## src/rtl/in_chunks.sv

```systemverilog
// rtl/in_chunks.sv - reassembles a stream of valid-qualified chunks into words
// with a one-word holding register, gap-timeout abort and sticky overrun.
module in_chunks #(
    parameter int CHUNK_SIZE_BITS = 4,
    parameter int NUM_CHUNKS      = 8,
    parameter int GAP_TIMEOUT     = 4,
    localparam int DATA_SIZE_BITS = NUM_CHUNKS * CHUNK_SIZE_BITS,
    localparam int CNT_W          = (NUM_CHUNKS > 1) ? $clog2(NUM_CHUNKS) : 1
) (
    input  logic                       clk,
    input  logic                       reset,
    input  logic                       in_valid,
    input  logic [CHUNK_SIZE_BITS-1:0] in_bits,
    input  logic                       word_ready,
    input  logic                       clear_errors,
    output logic                       word_valid,
    output logic [DATA_SIZE_BITS-1:0]  word_data,
    output logic [CNT_W-1:0]           chunk_count,
    output logic                       overrun,
    output logic                       frame_abort
);

    localparam int GAP_W    = (GAP_TIMEOUT > 0) ? $clog2(GAP_TIMEOUT + 1) : 1;
    localparam int GAP_LAST = (GAP_TIMEOUT > 0) ? GAP_TIMEOUT - 1 : 0;
    localparam logic [CNT_W-1:0] LAST_CHUNK = CNT_W'(NUM_CHUNKS - 1);

    logic [CNT_W-1:0]          count_q, count_d;
    logic [DATA_SIZE_BITS-1:0] asm_q, asm_d, asm_ins;
    logic [GAP_W-1:0]          gap_q, gap_d;
    logic                      abort_q, abort_d;
    logic                      valid_q, valid_d;
    logic [DATA_SIZE_BITS-1:0] data_q, data_d;
    logic                      over_q, over_d;
    logic                      complete, drop;

    always_comb begin
        asm_ins = asm_q;
        asm_ins[count_q * CHUNK_SIZE_BITS +: CHUNK_SIZE_BITS] = in_bits;

        count_d  = count_q;
        asm_d    = asm_q;
        gap_d    = gap_q;
        abort_d  = 1'b0;
        complete = 1'b0;

        if (in_valid) begin
            gap_d = '0;
            if (count_q == LAST_CHUNK) begin
                complete = 1'b1;
                count_d  = '0;
                asm_d    = '0;
            end else begin
                count_d = count_q + CNT_W'(1);
                asm_d   = asm_ins;
            end
        end else if (GAP_TIMEOUT > 0 && count_q != '0) begin
            // A chunk arriving on the threshold cycle takes the branch above, so it wins.
            if (gap_q == GAP_W'(GAP_LAST)) begin
                count_d = '0;
                asm_d   = '0;
                gap_d   = '0;
                abort_d = 1'b1;
            end else begin
                gap_d = gap_q + GAP_W'(1);
            end
        end else begin
            gap_d = '0;
        end

        valid_d = valid_q;
        data_d  = data_q;
        drop    = 1'b0;
        if (complete) begin
            if (!valid_q || word_ready) begin
                valid_d = 1'b1;
                data_d  = asm_ins;
            end else begin
                drop = 1'b1;
            end
        end else if (valid_q && word_ready) begin
            valid_d = 1'b0;
        end

        over_d = (clear_errors ? 1'b0 : over_q) | drop;
    end

    always_ff @(posedge clk or posedge reset) begin
        if (reset) begin
            count_q <= '0;
            asm_q   <= '0;
            gap_q   <= '0;
            abort_q <= 1'b0;
            valid_q <= 1'b0;
            data_q  <= '0;
            over_q  <= 1'b0;
        end else begin
            count_q <= count_d;
            asm_q   <= asm_d;
            gap_q   <= gap_d;
            abort_q <= abort_d;
            valid_q <= valid_d;
            data_q  <= data_d;
            over_q  <= over_d;
        end
    end

    assign word_valid  = valid_q;
    assign word_data   = data_q;
    assign chunk_count = count_q;
    assign overrun     = over_q;
    assign frame_abort = abort_q;

endmodule

```

## config.mk

```make
export PLATFORM = sky130hd
export DESIGN_NAME = in_chunks
export DESIGN_NICKNAME = d
export VERILOG_FILES = /design/src/rtl/in_chunks.sv
export SDC_FILE = /design/constraint.sdc
export NUM_CORES = 1
export LEC_CHECK = 0
export BUFFER_PORTS_ARGS = -buffer_cell sky130_fd_sc_hd__buf_4
export CORE_UTILIZATION = 45
export CTS_BUF_LIST = sky130_fd_sc_hd__clkbuf_4 sky130_fd_sc_hd__clkbuf_8
export DETAILED_ROUTE_END_ITERATION = 10
export GPL_ROUTABILITY_DRIVEN = 0
export PLACE_DENSITY = 0.78
export SYNTH_ARGS = -nofsm -noshare
export SYNTH_HDL_FRONTEND = slang
export SYNTH_SLANG_ARGS = --single-unit
```

## constraint.sdc

```tcl
create_clock -name clk -period 2.4 [get_ports clk]
set_clock_uncertainty 0.2 [all_clocks]
set_input_delay 0.48 -clock clk [delete_from_list [all_inputs] [get_ports clk]]
set_output_delay 0.48 -clock clk [all_outputs]
set_load 0.02 [all_outputs]
```

-- Word level (Yosys, flattened, before mapping)
Index checks and enable logic that the tools add are counted.
- register bits after elaboration: 73
- logic and storage cells: 49
- output and inout port bits: 38
- bits of input ports: 9
- bitwise gates (word level): 1
- shift-type cells: 2
- multiplexer cells: 23
- add/subtract/negate cells: 3
- equality and inequality tests: 3
- reductions and logical operators: 10
- operator list (cell ; number):
    $mux 32 ; 4
    $neg 5->34 ; 1
    $shift 4x34->32 const A ; 1
    $shiftx 4x34->32 ; 1
    $bwmux 32 ; 1
    $mux 3 ; 7
    $mux 1 ; 11
    $add 3x1->3 const B ; 2
    $reduce_and 2->1 ; 3
    $reduce_bool 2->1 ; 3
    $eq 3x2->1 const B ; 1
    $eq 3x3->1 const B ; 1
    $reduce_bool 3->1 ; 1
    $ne 2x1->1 const B ; 1
    $logic_and 1x1->1 ; 1
    $logic_not 1->1 ; 1
    $logic_or 1x1->1 ; 1
    $or 1x1->1 ; 1

-- Depth between registers and ports, before layout
Gate-level depths: netlist of the first run.
- word-level depth: 5
- depth in mapped cells: 9
- mapped depth without buffers: 7

-- Least setup slack after synthesis of the first run
OpenSTA, ideal clock, no wires.
- path type: reg2reg
- start point: reg count_q[0] (netlist: chunk_count[0])
- end point: reg asm_q[4]
- required time: 2.079 ns
- arrival: 2.239 ns
- slack: -0.160 ns
- cell stages (with the launch flop): 10
- clock period less this slack: 2.560 ns
- path buffers: 2
- setup time: 0.121 ns
- cells stage by stage: dfrtp_1 > buf_6 > inv_1 > ha_1 > ha_1 > clkbuf_1 > o311ai_0 > nand2_1 > nand2_1 > a22o_1
- longest elaborated chain between the ends: 5
- elaborated cells between the ends (all ways): 10
- classes of those cells: add/sub: 1; eq/ne: 1; shift: 2; mux: 3; reduce/logical: 3
- ends and longest elaborated chain (item ; RTL line ; RTL):
    from (decl) ; 27 ; logic [CNT_W-1:0] count_q, count_d;
    from (signal assigned) ; 97 ; count_q <= count_d;
    $neg 5->34 ; 38 ; asm_ins[count_q * CHUNK_SIZE_BITS +: CHUNK_SIZE_BITS] = in_bits;
    $shiftx 4x34->32 / $shift 4x34->32 (equally long branches) ; 38 ;
    $bwmux 32 ; 38 ;
    $mux 32 ; 48 ; if (count_q == LAST_CHUNK) begin
    $mux 32 ; 46 ; if (in_valid) begin
    to (signal assigned) ; 98 ; asm_q <= asm_d;
    to (decl) ; 28 ; logic [DATA_SIZE_BITS-1:0] asm_q, asm_d, asm_ins;
Several ways; a longest one is shown, not always the timed one.
A chain may end at the register's enable or synchronous reset.

-- Worst setup path after layout of the first run
- start point: reg count_q[0] (netlist: chunk_count[0])
- end point: reg data_q[7] (netlist: word_data[7])
- longest elaborated chain between the ends: 4
- elaborated cells between the ends (all ways): 8
- classes of those cells: add/sub: 1; eq/ne: 1; shift: 2; mux: 3; reduce/logical: 1
- ends and longest elaborated chain (item ; RTL line ; RTL):
    parallel branches: the longest is 4 deep, another holds $neg 5->34 ; - ;
    to (signal assigned) ; 102 ; data_q <= data_d;
    to (decl) ; 32 ; logic [DATA_SIZE_BITS-1:0] data_q, data_d;
Several ways; the timed one is not identified.

==> impl_results.md, run 1 <==
* Routed len/inst at 16.7 µm
* Clock sinks at 73
* Post-route minimum period at 2300 ps
* TritonCTS clock tree: done
* Number of enable flip-flop cells after synthesis at 0
* Critical-path top delay cell: ha_2
* NumNets Final at 380
* Antenna violation net count after detailed routing at 0
* Area contributors post-synth: dfrtp_1 (54%), nor2_1 (4.7%), a22o_1 (4.2%)
* Run status: finished clean
* Clock root cell: clkbuf_8
* RSZ-0062 raised after global routing: false
* Reg-to-reg setup timing slack at 100 ps
* CP max stage delay at 460 ps
* Top_reg_cell synth: dfrtp_1
* Setup bufs post-CTS at 0
* Total Routing Usage GR at 22.2%
* Post-synth top area cell: dfrtp_1
* Asr flop ratio synth at 100%
* Yosys warning total at 0
* Inserted Diodes at 0
* Hold-fix buffers, CTS at 0
* Worst-path cell chain: inv_1, ha_1, ha_2, o311ai_1, a221oi_1, nor2_1
* Seq/Total Area, Yosys at 54.3%
* Share of cells above drive strength 1 at 25.3%
* Leak pwr at 1.95 nW
* Syn nets at 325
* Core area at 7250 µm²
* Filler cells at 610
* Antenna violations before repair at 0
* Fin. Hold Viols at 0
* Worst slew pin tran at 798 ps
* Final setup violating endpoints at 0
* Total number of vias at 2592
* DRC Markers at 0
* PortBufs at 46
* CP endpoint kind: flip-flop
* Die Area at 7820 µm²
* Reg2reg path depth at 6
* Max VDD drop at 0.590 mV
* Die Ht at 88.5 µm
* Crit path DAT at 2320 ps
* Crit Reg-Reg Endpoint: word_data[7]$_DFFE_PP0P_
* Routed wire length at 7.77 mm
* Clock-pin slew on the worst setup and hold paths at 70 ps
* GRT Residual Overflow at 0
* CP max FO at 12
* Tcrit/Tclk final at 95.9%
* Final hold slack at 34.5 ps
* F_max at 435 MHz
* Share of the synthesized area in the top cell type at 54.3%
* Hold crit path type: input pin to async pin
* First-pass GRT wire length at 13.0 mm
* Die W at 88.5 µm
* Syn_area_per_cell at 11.0 µm²
* Netlist Area Pre-Place at 3360 µm²
* Pin count of the biggest net entering global routing at 74
* Setup TNS at 0 ps
* Fin. max-slew vios at 0
* CTS H-Tree Depth at 3
* Layout area overhead at 22.2%
* Starting Density at 46.4%
* Netlist cell types at 43
* HPWL after DPL at 5.47 mm
* Cell area power density at 1070 nW/µm²
* RR Startpoint: chunk_count[0]$_DFFE_PP0P_
* Resize count post-CTS at 0
* Worst skew pair latency at 340 ps
* Maxcap violations at 0
* IO Pins at 47
* Worst EP required at 2420 ps
* Row cnt at 31
* Relative slew slack at 46.0%
* Number of global-route vias before repair at 2549
* Worst Path Class, Setup: flip-flop to flip-flop
* DR vias/cell at 5.56
* Crit start category: flip-flop
* CTS Buf Count at 9
* Worst-case clock buffer depth at 2
* 1st-iter DRT viols at 246
* Synth Register Bits at 73
* TritonRoute pass-1 iters at 4
* Synth Instances at 307
-- layout by cell type (no fill, tap or decap), types with 9 or more instances in the layout --
cell type	synthesis	final
a221oi_1	14	13
a22o_1	16	16
buf_4	0	60
clkbuf_8	0	12
dfrtp_1	73	71
mux2i_1	9	9
nand2_1	22	21
nor2_1	42	42
o21ai_0	11	10
-- logic make-up after synthesis --
| logic type | Yosys count | share of synthesized area (%) |
|---|---|---|
| AND/OR/NAND/NOR | 118 | 18.2 |
| AO/OA/AOI/OAI | 75 | 18.4 |
| flip-flops | 73 | 54.3 |
| buffers and inverters | 23 | 3.05 |
| adder cells (fa/ha/maj) | 9 | 3.35 |
| multiplexers | 9 | 2.68 |
-- cell usage after synthesis (3+ instances only) --
master	number
dfrtp_1	73
nor2_1	42
nand2_1	22
a22o_1	16
a221oi_1	14
clkbuf_1	11
o21ai_0	11
ha_1	9
mux2i_1	9
a221o_1	8
a32o_1	8
nand3_1	8
nor2b_1	8
o2bb2ai_1	8
and2_1	7
nand2b_1	7
inv_1	6
and3_1	4
nor3_1	4
buf_1	3
o21ai_1	3
-- area by class of cell --
class                   instances  area [µm²]  area share (%)
inverters                       6        26.3           0.639
multi-input cells             211        1450            35.2
flip-flops and latches         73        1830            44.5
well taps                      99         124            3.01
clock buffers                  14         180            4.38
repair buffers                 61         470            11.4
clock inverters                 2        35.0           0.852
-- layer usage --
metal	share of wire [%]	up-vias	GRT usage [%]
met1	47	1284	30.2
met3	5.1	12	4.94
met4	1.7	0	10.4
li1	-	1227	-
met5	0	-	0
met2	46	69	34.0
-- sequential cells by signal, summed over array words and instances (netlist names) --
| signal | cells |
|---|---|
| asm_q | 32 |
| chunk_count | 3 |
| frame_abort | 1 |
| gap_q | 3 |
| overrun | 1 |
| word_data | 32 |
| word_valid | 1 |
-- critical path, delay by kind of cell, from the launching register on --
kind / cells / cell delay [ps]
flops: 1 / 430
fa+ha+maj: 2 / 680
buf+inv: 1 / 80
compound gates: 2 / 720
simple gates: 1 / 70
-- where the power goes --
part           internal (mW)  switching (mW)
clock                  0.588           0.427
combinational          0.693            1.00
sequential              1.50           0.175
-- worst max path at each step --
stage	to	slack, ps	cells after the start	start
after floorplan	asm_q[24]$_DFFE_PP0P_	10	8	chunk_count[0]$_DFFE_PP0P_
after global placement	word_data[7]$_DFFE_PP0P_	150	6	chunk_count[0]$_DFFE_PP0P_
after detailed placement	word_data[7]$_DFFE_PP0P_	60	6	chunk_count[0]$_DFFE_PP0P_
after CTS	word_data[5]$_DFFE_PP0P_	50	6	chunk_count[0]$_DFFE_PP0P_
after global routing	word_data[6]$_DFFE_PP0P_	0.9	6	chunk_count[0]$_DFFE_PP0P_
final	word_data[7]$_DFFE_PP0P_	100	6	chunk_count[0]$_DFFE_PP0P_
-- stage by stage --
stage | util [%] | area, µm² | setup slack, ps | std cells | power [mW]
detailed placement | 53.5 | 3880 | 59.9 | 450 | 3.38
global placement | 53.5 | 3880 | 148 | 450 | 3.33
finish | 56.7 | 4110 | 98.7 | 466 | 4.39
CTS | 56.5 | 4100 | 49.0 | 466 | 4.39
floorplan | - | 3370 | 12.5 | 307 | 2.76
global route | 56.7 | 4110 | 0.868 | 466 | 4.65
No activity file was read; power rests on OpenSTA's default activity.
==> inputs of run 2 (changes only) <==
--- a/config.mk
+++ b/config.mk
@@ -6,11 +6,11 @@
 export NUM_CORES = 1
 export LEC_CHECK = 0
 export BUFFER_PORTS_ARGS = -buffer_cell sky130_fd_sc_hd__buf_4
-export CORE_UTILIZATION = 45
+export CORE_UTILIZATION = 53
 export CTS_BUF_LIST = sky130_fd_sc_hd__clkbuf_4 sky130_fd_sc_hd__clkbuf_8
 export DETAILED_ROUTE_END_ITERATION = 10
 export GPL_ROUTABILITY_DRIVEN = 0
-export PLACE_DENSITY = 0.78
+export PLACE_DENSITY = 0.87
 export SYNTH_ARGS = -nofsm -noshare
 export SYNTH_HDL_FRONTEND = slang
 export SYNTH_SLANG_ARGS = --single-unit
==> impl_results.md, run 2 (synthesized netlist as in run 1, its figures left out) <==
* Run status: finished clean (unchanged)
* 1st-iter DRT viols at 200 (was 246)
* Final setup violating endpoints at 0 (unchanged)
* DR WL met3 at 432 µm (was 399 µm)
* Total Routing Usage GR at 26.9% (was 22.2%)
* Inserted Diodes at 0 (unchanged)
* Hold crit path type: input pin to async pin (unchanged)
* Share of cells above drive strength 1 at 25.5% (was 25.3%)
* Total number of vias at 2648 (was 2592)
* Clock-pin slew on the worst setup and hold paths at 80 ps (was 70 ps)
* CTS H-Tree Depth at 3 (unchanged)
* Met2 wire len at 3.83 mm (was 3.58 mm)
* Setup bufs post-CTS at 0 (unchanged)
* Worst slew pin tran at 834 ps (was 798 ps)
* Crit Reg-Reg Endpoint: asm_q[2]$_DFFE_PP0P_ (was word_data[7]$_DFFE_PP0P_)
* Max VDD drop at 0.683 mV (was 0.590 mV)
* Clock root cell: clkbuf_8 (unchanged)
* Leak pwr at 1.94 nW (was 1.95 nW)
* NumNets Final at 378 (was 380)
* TritonCTS clock tree: done (unchanged)
* CP max FO at 13 (was 12)
* Final hold slack at 20.9 ps (was 34.5 ps)
* Routed len/inst at 18.2 µm (was 16.7 µm)
* F_max at 437 MHz (was 435 MHz)
* IO Pins at 47 (unchanged)
* DR vias/cell at 6.02 (was 5.56)
* Antenna violation net count after detailed routing at 0 (unchanged)
* Routed wire length at 8.01 mm (was 7.77 mm)
* Relative slew slack at 43.5% (was 46.0%)
* Cell area power density at 1090 nW/µm² (was 1070 nW/µm²)
* Worst Path Class, Setup: flip-flop to flip-flop (unchanged)
* DP Cell Count at 424 (was 450)
* TritonRoute pass-1 iters at 5 (was 4)
* DRC Markers at 0 (unchanged)
* First-pass GRT wire length at 13.0 mm (about the same)
* Crit start category: flip-flop (unchanged)
* Worst EP required at 2440 ps (was 2420 ps)
* Number of global-route vias before repair at 2547 (was 2549)
* CP startpoint: chunk_count[1]$_DFFE_PP0P_ (was chunk_count[0]$_DFFE_PP0P_)
* CTS Buf Count at 9 (unchanged)
* Layout area overhead at 21.3% (was 22.2%)
* GRT Residual Overflow at 0 (unchanged)
* Die Area at 6670 µm² (was 7820 µm²)
* Wl on met1 at 3.53 mm (was 3.66 mm)
* Die Ht at 81.7 µm (was 88.5 µm)
* Reg-to-reg setup timing slack at 110 ps (was 100 ps)
* Tcrit/Tclk final at 95.3% (was 95.9%)
* Die W at 81.7 µm (was 88.5 µm)
* Crit path DAT at 2320 ps (about the same)
* Row cnt at 28 (was 31)
* Final cell count without fillers at 440 (was 466)
* Top sig layer: met4 (unchanged)
* RR Startpoint: chunk_count[1]$_DFFE_PP0P_ (was chunk_count[0]$_DFFE_PP0P_)
* Setup crit end: asm_q[2]$_DFFE_PP0P_ (was word_data[7]$_DFFE_PP0P_)
* CP endpoint kind: flip-flop (unchanged)
* Fin. Hold Viols at 0 (unchanged)
* Most frequent cells in the layout: dfrtp_1 (71), buf_4 (58), nor2_1 (41) (was dfrtp_1 (71), buf_4 (60), nor2_1 (42))
* HPWL after DPL at 5.61 mm (was 5.47 mm)
* Most common cell after layout, fill and taps aside: dfrtp_1 (unchanged)
* Reg2reg path depth at 7 (was 6)
* Post-route minimum period at 2290 ps (was 2300 ps)
* Core area at 6030 µm² (was 7250 µm²)
* Worst skew pair latency at 360 ps (was 340 ps)
* Worst-case clock buffer depth at 2 (unchanged)
* Clock sinks at 73 (unchanged)
* Fin. max-slew vios at 0 (unchanged)
* Maxcap violations at 0 (unchanged)
* Antenna violations before repair at 0 (unchanged)
* PortBufs at 46 (unchanged)
* Starting Density at 55.8% (was 46.4%)
* Pin count of the biggest net entering global routing at 35 (was 74)
## run 2: cell count changes in the layout (fill, tap and decap cells not counted), moves of 2 or more
cell	delta
buf_4	-2
nor2b_1	-2
clkbuf_4	-2
nor2b_2	+2
## run 2: how the worst min path moves through the flow
stage / to / slack, ps / start / cells past startpoint
floorplan: gap_q[0]$_DFF_PP0_ / 220 / gap_q[0]$_DFF_PP0_ / 1
CTS: asm_q[9]$_DFFE_PP0P_ / 20 / reset / 2
global route: chunk_count[1]$_DFFE_PP0P_ / 60 / reset / 2
global placement: gap_q[0]$_DFF_PP0_ / 240 / gap_q[0]$_DFF_PP0_ / 1
detailed placement: gap_q[0]$_DFF_PP0_ / 250 / gap_q[0]$_DFF_PP0_ / 1
finish: chunk_count[1]$_DFFE_PP0P_ / 20 / reset / 2
## run 2: worst max-delay path, stage by stage (launching register included)
cell and delay [ps]:
dfrtp_2 430, inv_1 100, ha_1 190, ha_1 400, nor4b_4 270, buf_4 200
o21ai_2 90, a32o_1 280
## run 2: layer usage
layer,GRT usage (%),up-vias
li1,-,1241
met1,36.8,1297
met2,40.7,90
met3,5.67,20
met4,13.5,0
met5,0,-
## run 2: through the flow
stage / area (µm²) / total power [mW] / setup TNS, ps / setup WS (ps) / utilization (%)
floorplan: 3370 / 2.76 / 0 / 12.5 / -
global placement: 3840 / 3.30 / 0 / 162 / 63.7
detailed placement: 3840 / 3.37 / 0 / 83.0 / 63.7
CTS: 4070 / 4.46 / 0 / 68.1 / 67.5
global route: 4080 / 4.71 / -0.369 / -0.369 / 67.7
finish: 4080 / 4.47 / 0 / 113 / 67.7
## run 2: report_power, final
group / switching, mW / total (mW) / leakage (nW) / internal, mW
registers: 0.181 / 1.68 / 0.978 / 1.50
clock network: 0.449 / 1.09 / 0.115 / 0.638
logic: 1.01 / 1.69 / 0.846 / 0.682
## run 2: cell type report
cell class                 instances  area, µm²
inverter                           6       26.3
multi-input combinational        211       1450
sequential                        73       1830
fill                             454       1950
clock buffer                      11        151
tap                               75       93.8
clock inverter                     5       77.6
timing repair buffer              59        455
## run 2: repair_timing
item                       in CTS  in global routing
setup endpoints to repair       0                 35
resized for setup               0                  5
hold buffers                    0                  0
==> inputs of run 3 (changes only) <==
--- a/config.mk
+++ b/config.mk
@@ -11,6 +11,7 @@
 export DETAILED_ROUTE_END_ITERATION = 10
 export GPL_ROUTABILITY_DRIVEN = 0
 export PLACE_DENSITY = 0.87
+export RECOVER_POWER = 25
 export SYNTH_ARGS = -nofsm -noshare
 export SYNTH_HDL_FRONTEND = slang
 export SYNTH_SLANG_ARGS = --single-unit
==> impl_results.md, run 3 (synthesized netlist as in run 1, its figures left out) <==
* Fin. Hold Viols at 0 (unchanged)
* Core area at 6030 µm² (unchanged)
* NumNets Final at 378 (unchanged)
* Most frequent cells in the layout: dfrtp_1 (71), buf_4 (57), nor2_1 (41) (was dfrtp_1 (71), buf_4 (58), nor2_1 (41))
* DP Cell Count at 424 (unchanged)
* Worst Path Class, Setup: flip-flop to flip-flop (unchanged)
* Clock root cell: clkbuf_8 (unchanged)
* Reg-to-reg setup timing slack at 90 ps (was 110 ps)
* Inserted Diodes at 0 (unchanged)
* PortBufs at 46 (unchanged)
* Start point of the worst hold path: clear_errors
* Antenna violations before repair at 0 (unchanged)
* Top sig layer: met4 (unchanged)
* Wl on met1 at 3.50 mm (was 3.53 mm)
* Leak pwr at 1.93 nW (was 1.94 nW)
* Worst skew pair latency at 360 ps (about the same)
* IO Pins at 47 (unchanged)
* Worst slack at placement at 83.0 ps (unchanged)
* Resize count post-CTS at 0 (unchanged)
* Final cell count without fillers at 440 (unchanged)
* CP max FO at 13 (unchanged)
* Critical path's most frequent cell: ha_1 (unchanged)
* Setup bufs post-CTS at 0 (unchanged)
* Crit path DAT at 2390 ps (was 2320 ps)
* Die W at 81.7 µm (unchanged)
* Worst-path cell chain: inv_1, ha_1, ha_1, nor2b_1, a221oi_1, nor2_1 (was inv_1, ha_1, ha_1, nor4b_4, buf_4, o21ai_2, a32o_1)
* Clock-pin slew on the worst setup and hold paths at 70 ps (was 80 ps)
* Setup ws final at 92.4 ps (was 113 ps)
* CP endpoint kind: flip-flop (unchanged)
* Worst Hold Endpoint: overrun$_DFF_PP0_
* Die Ht at 81.7 µm (unchanged)
* Filler cells at 456 (was 454)
* Bufs and invs on worst path at 1 (was 2)
* First-pass GRT wire length at 13.0 mm (unchanged)
* Post-route minimum period at 2310 ps (was 2290 ps)
* Number of global-route vias before repair at 2547 (unchanged)
* Max VDD drop at 0.684 mV (was 0.683 mV)
* GRT Residual Overflow at 0 (unchanged)
* Worst EP required at 2480 ps (was 2440 ps)
* Starting Density at 55.8% (unchanged)
* Reg2reg path depth at 6 (was 7)
* F_max at 433 MHz (was 437 MHz)
* Final setup violating endpoints at 0 (unchanged)
* CTS Buf Count at 9 (unchanged)
* Met2 wire len at 3.83 mm (about the same)
* Finished Core Util at 67.4% (was 67.7%)
* Dpl cell area at 3840 µm² (unchanged)
* Fin. max-slew vios at 0 (unchanged)
* Top Family by Delay on Critical Path: simple AND/OR/NAND/NOR gates (was adder cells)
* Crit Reg-Reg Endpoint: word_data[14]$_DFFE_PP0P_ (was asm_q[2]$_DFFE_PP0P_)
* Clock sinks at 73 (unchanged)
* DR WL met3 at 490 µm (was 432 µm)
* Row cnt at 28 (unchanged)
* CP max stage delay at 640 ps (was 430 ps)
* Worst-case clock buffer depth at 2 (unchanged)
* Maxcap violations at 0 (unchanged)
* Total number of vias at 2668 (was 2648)
* Most common cell after layout, fill and taps aside: dfrtp_1 (unchanged)
* Crit start category: flip-flop (unchanged)
* Run status: finished clean (unchanged)
* Hold-fix buffers, CTS at 0 (unchanged)
* Cell area power density at 1100 nW/µm² (was 1090 nW/µm²)
* Total Routing Usage GR at 26.9% (unchanged)
* Relative slew slack at 18.0% (was 43.5%)
* Final hold slack at 104 ps (was 20.9 ps)
* RR Startpoint: chunk_count[0]$_DFFE_PP0P_ (was chunk_count[1]$_DFFE_PP0P_)
* Hold path cells at 2
* Die Area at 6670 µm² (unchanged)
* TritonCTS clock tree: done (unchanged)
* TritonRoute pass-1 iters at 5 (unchanged)
* Routed len/inst at 18.3 µm (was 18.2 µm)
* DR vias/cell at 6.06 (was 6.02)
* DRC Markers at 0 (unchanged)
* Antenna violation net count after detailed routing at 0 (unchanged)
* HPWL after DPL at 5.61 mm (unchanged)
* Hold crit path type: input pin to flip-flop (was input pin to async pin)
* Tcrit/Tclk final at 96.2% (was 95.3%)
* Share of cells above drive strength 1 at 25.5% (unchanged)
* Finished layout cell area at 4060 µm² (was 4080 µm²)
* Pin count of the biggest net entering global routing at 35 (unchanged)
* Routed wire length at 8.04 mm (was 8.01 mm)
* Layout area overhead at 20.8% (was 21.3%)
* Worst slew pin tran at 1220 ps (was 834 ps)
* Critical-path top delay cell: nor2b_1 (was dfrtp_2)
* 1st-iter DRT viols at 221 (was 200)
* CTS H-Tree Depth at 3 (unchanged)
## run 3: cell types whose count changed in the layout (fill, tap and decap cells not counted)
| cell | change |
|---|---|
| buf_12 | -1 |
| buf_4 | -1 |
| clkbuf_2 | +1 |
| clkbuf_4 | +1 |
| clkinvlp_2 | +1 |
| clkinvlp_4 | -1 |
## run 3: layout make-up
cell class | instances | area [µm²] | area share [%]
multi-input cells | 211 | 1450 | 35.6
clock buffers | 11 | 151 | 3.73
flip-flops and latches | 73 | 1830 | 45.0
repair buffers | 59 | 440 | 10.8
well taps | 75 | 93.8 | 2.31
clock inverters | 5 | 77.6 | 1.91
inverters | 6 | 23.8 | 0.585
## run 3: stage by stage
| step | total power [mW] | TNS, ps |
|---|---|---|
| after global routing | 4.71 | -0.369 |
| after CTS | 4.46 | 0 |
| after floorplan | 2.76 | 0 |
| after detailed placement | 3.37 | 0 |
| final | 4.47 | 0 |
| after global placement | 3.30 | 0 |
## run 3: how the worst max path moves through the flow
| stage | startpoint | end | slack, ps | cells past startpoint |
|---|---|---|---|---|
| floorplan | chunk_count[0]$_DFFE_PP0P_ | asm_q[24]$_DFFE_PP0P_ | 10 | 8 |
| global placement | chunk_count[0]$_DFFE_PP0P_ | word_data[22]$_DFFE_PP0P_ | 160 | 7 |
| finish | chunk_count[0]$_DFFE_PP0P_ | word_data[14]$_DFFE_PP0P_ | 90 | 6 |
| CTS | chunk_count[0]$_DFFE_PP0P_ | asm_q[2]$_DFFE_PP0P_ | 70 | 7 |
| global route | chunk_count[1]$_DFFE_PP0P_ | asm_q[18]$_DFFE_PP0P_ | -0.4 | 8 |
| detailed placement | chunk_count[0]$_DFFE_PP0P_ | word_data[14]$_DFFE_PP0P_ | 80 | 7 |
## run 3: metal layers
layer | vias up | track usage [%]
met3 | 20 | 5.67
met2 | 107 | 40.7
met1 | 1302 | 36.8
li1 | 1239 | -
met4 | 0 | 13.5
met5 | - | 0
## run 3: where the power goes
group	internal (mW)	switching (mW)	leakage (nW)
clock network	0.638	0.451	0.115
logic	0.679	1.02	0.841
registers	1.50	0.181	0.978
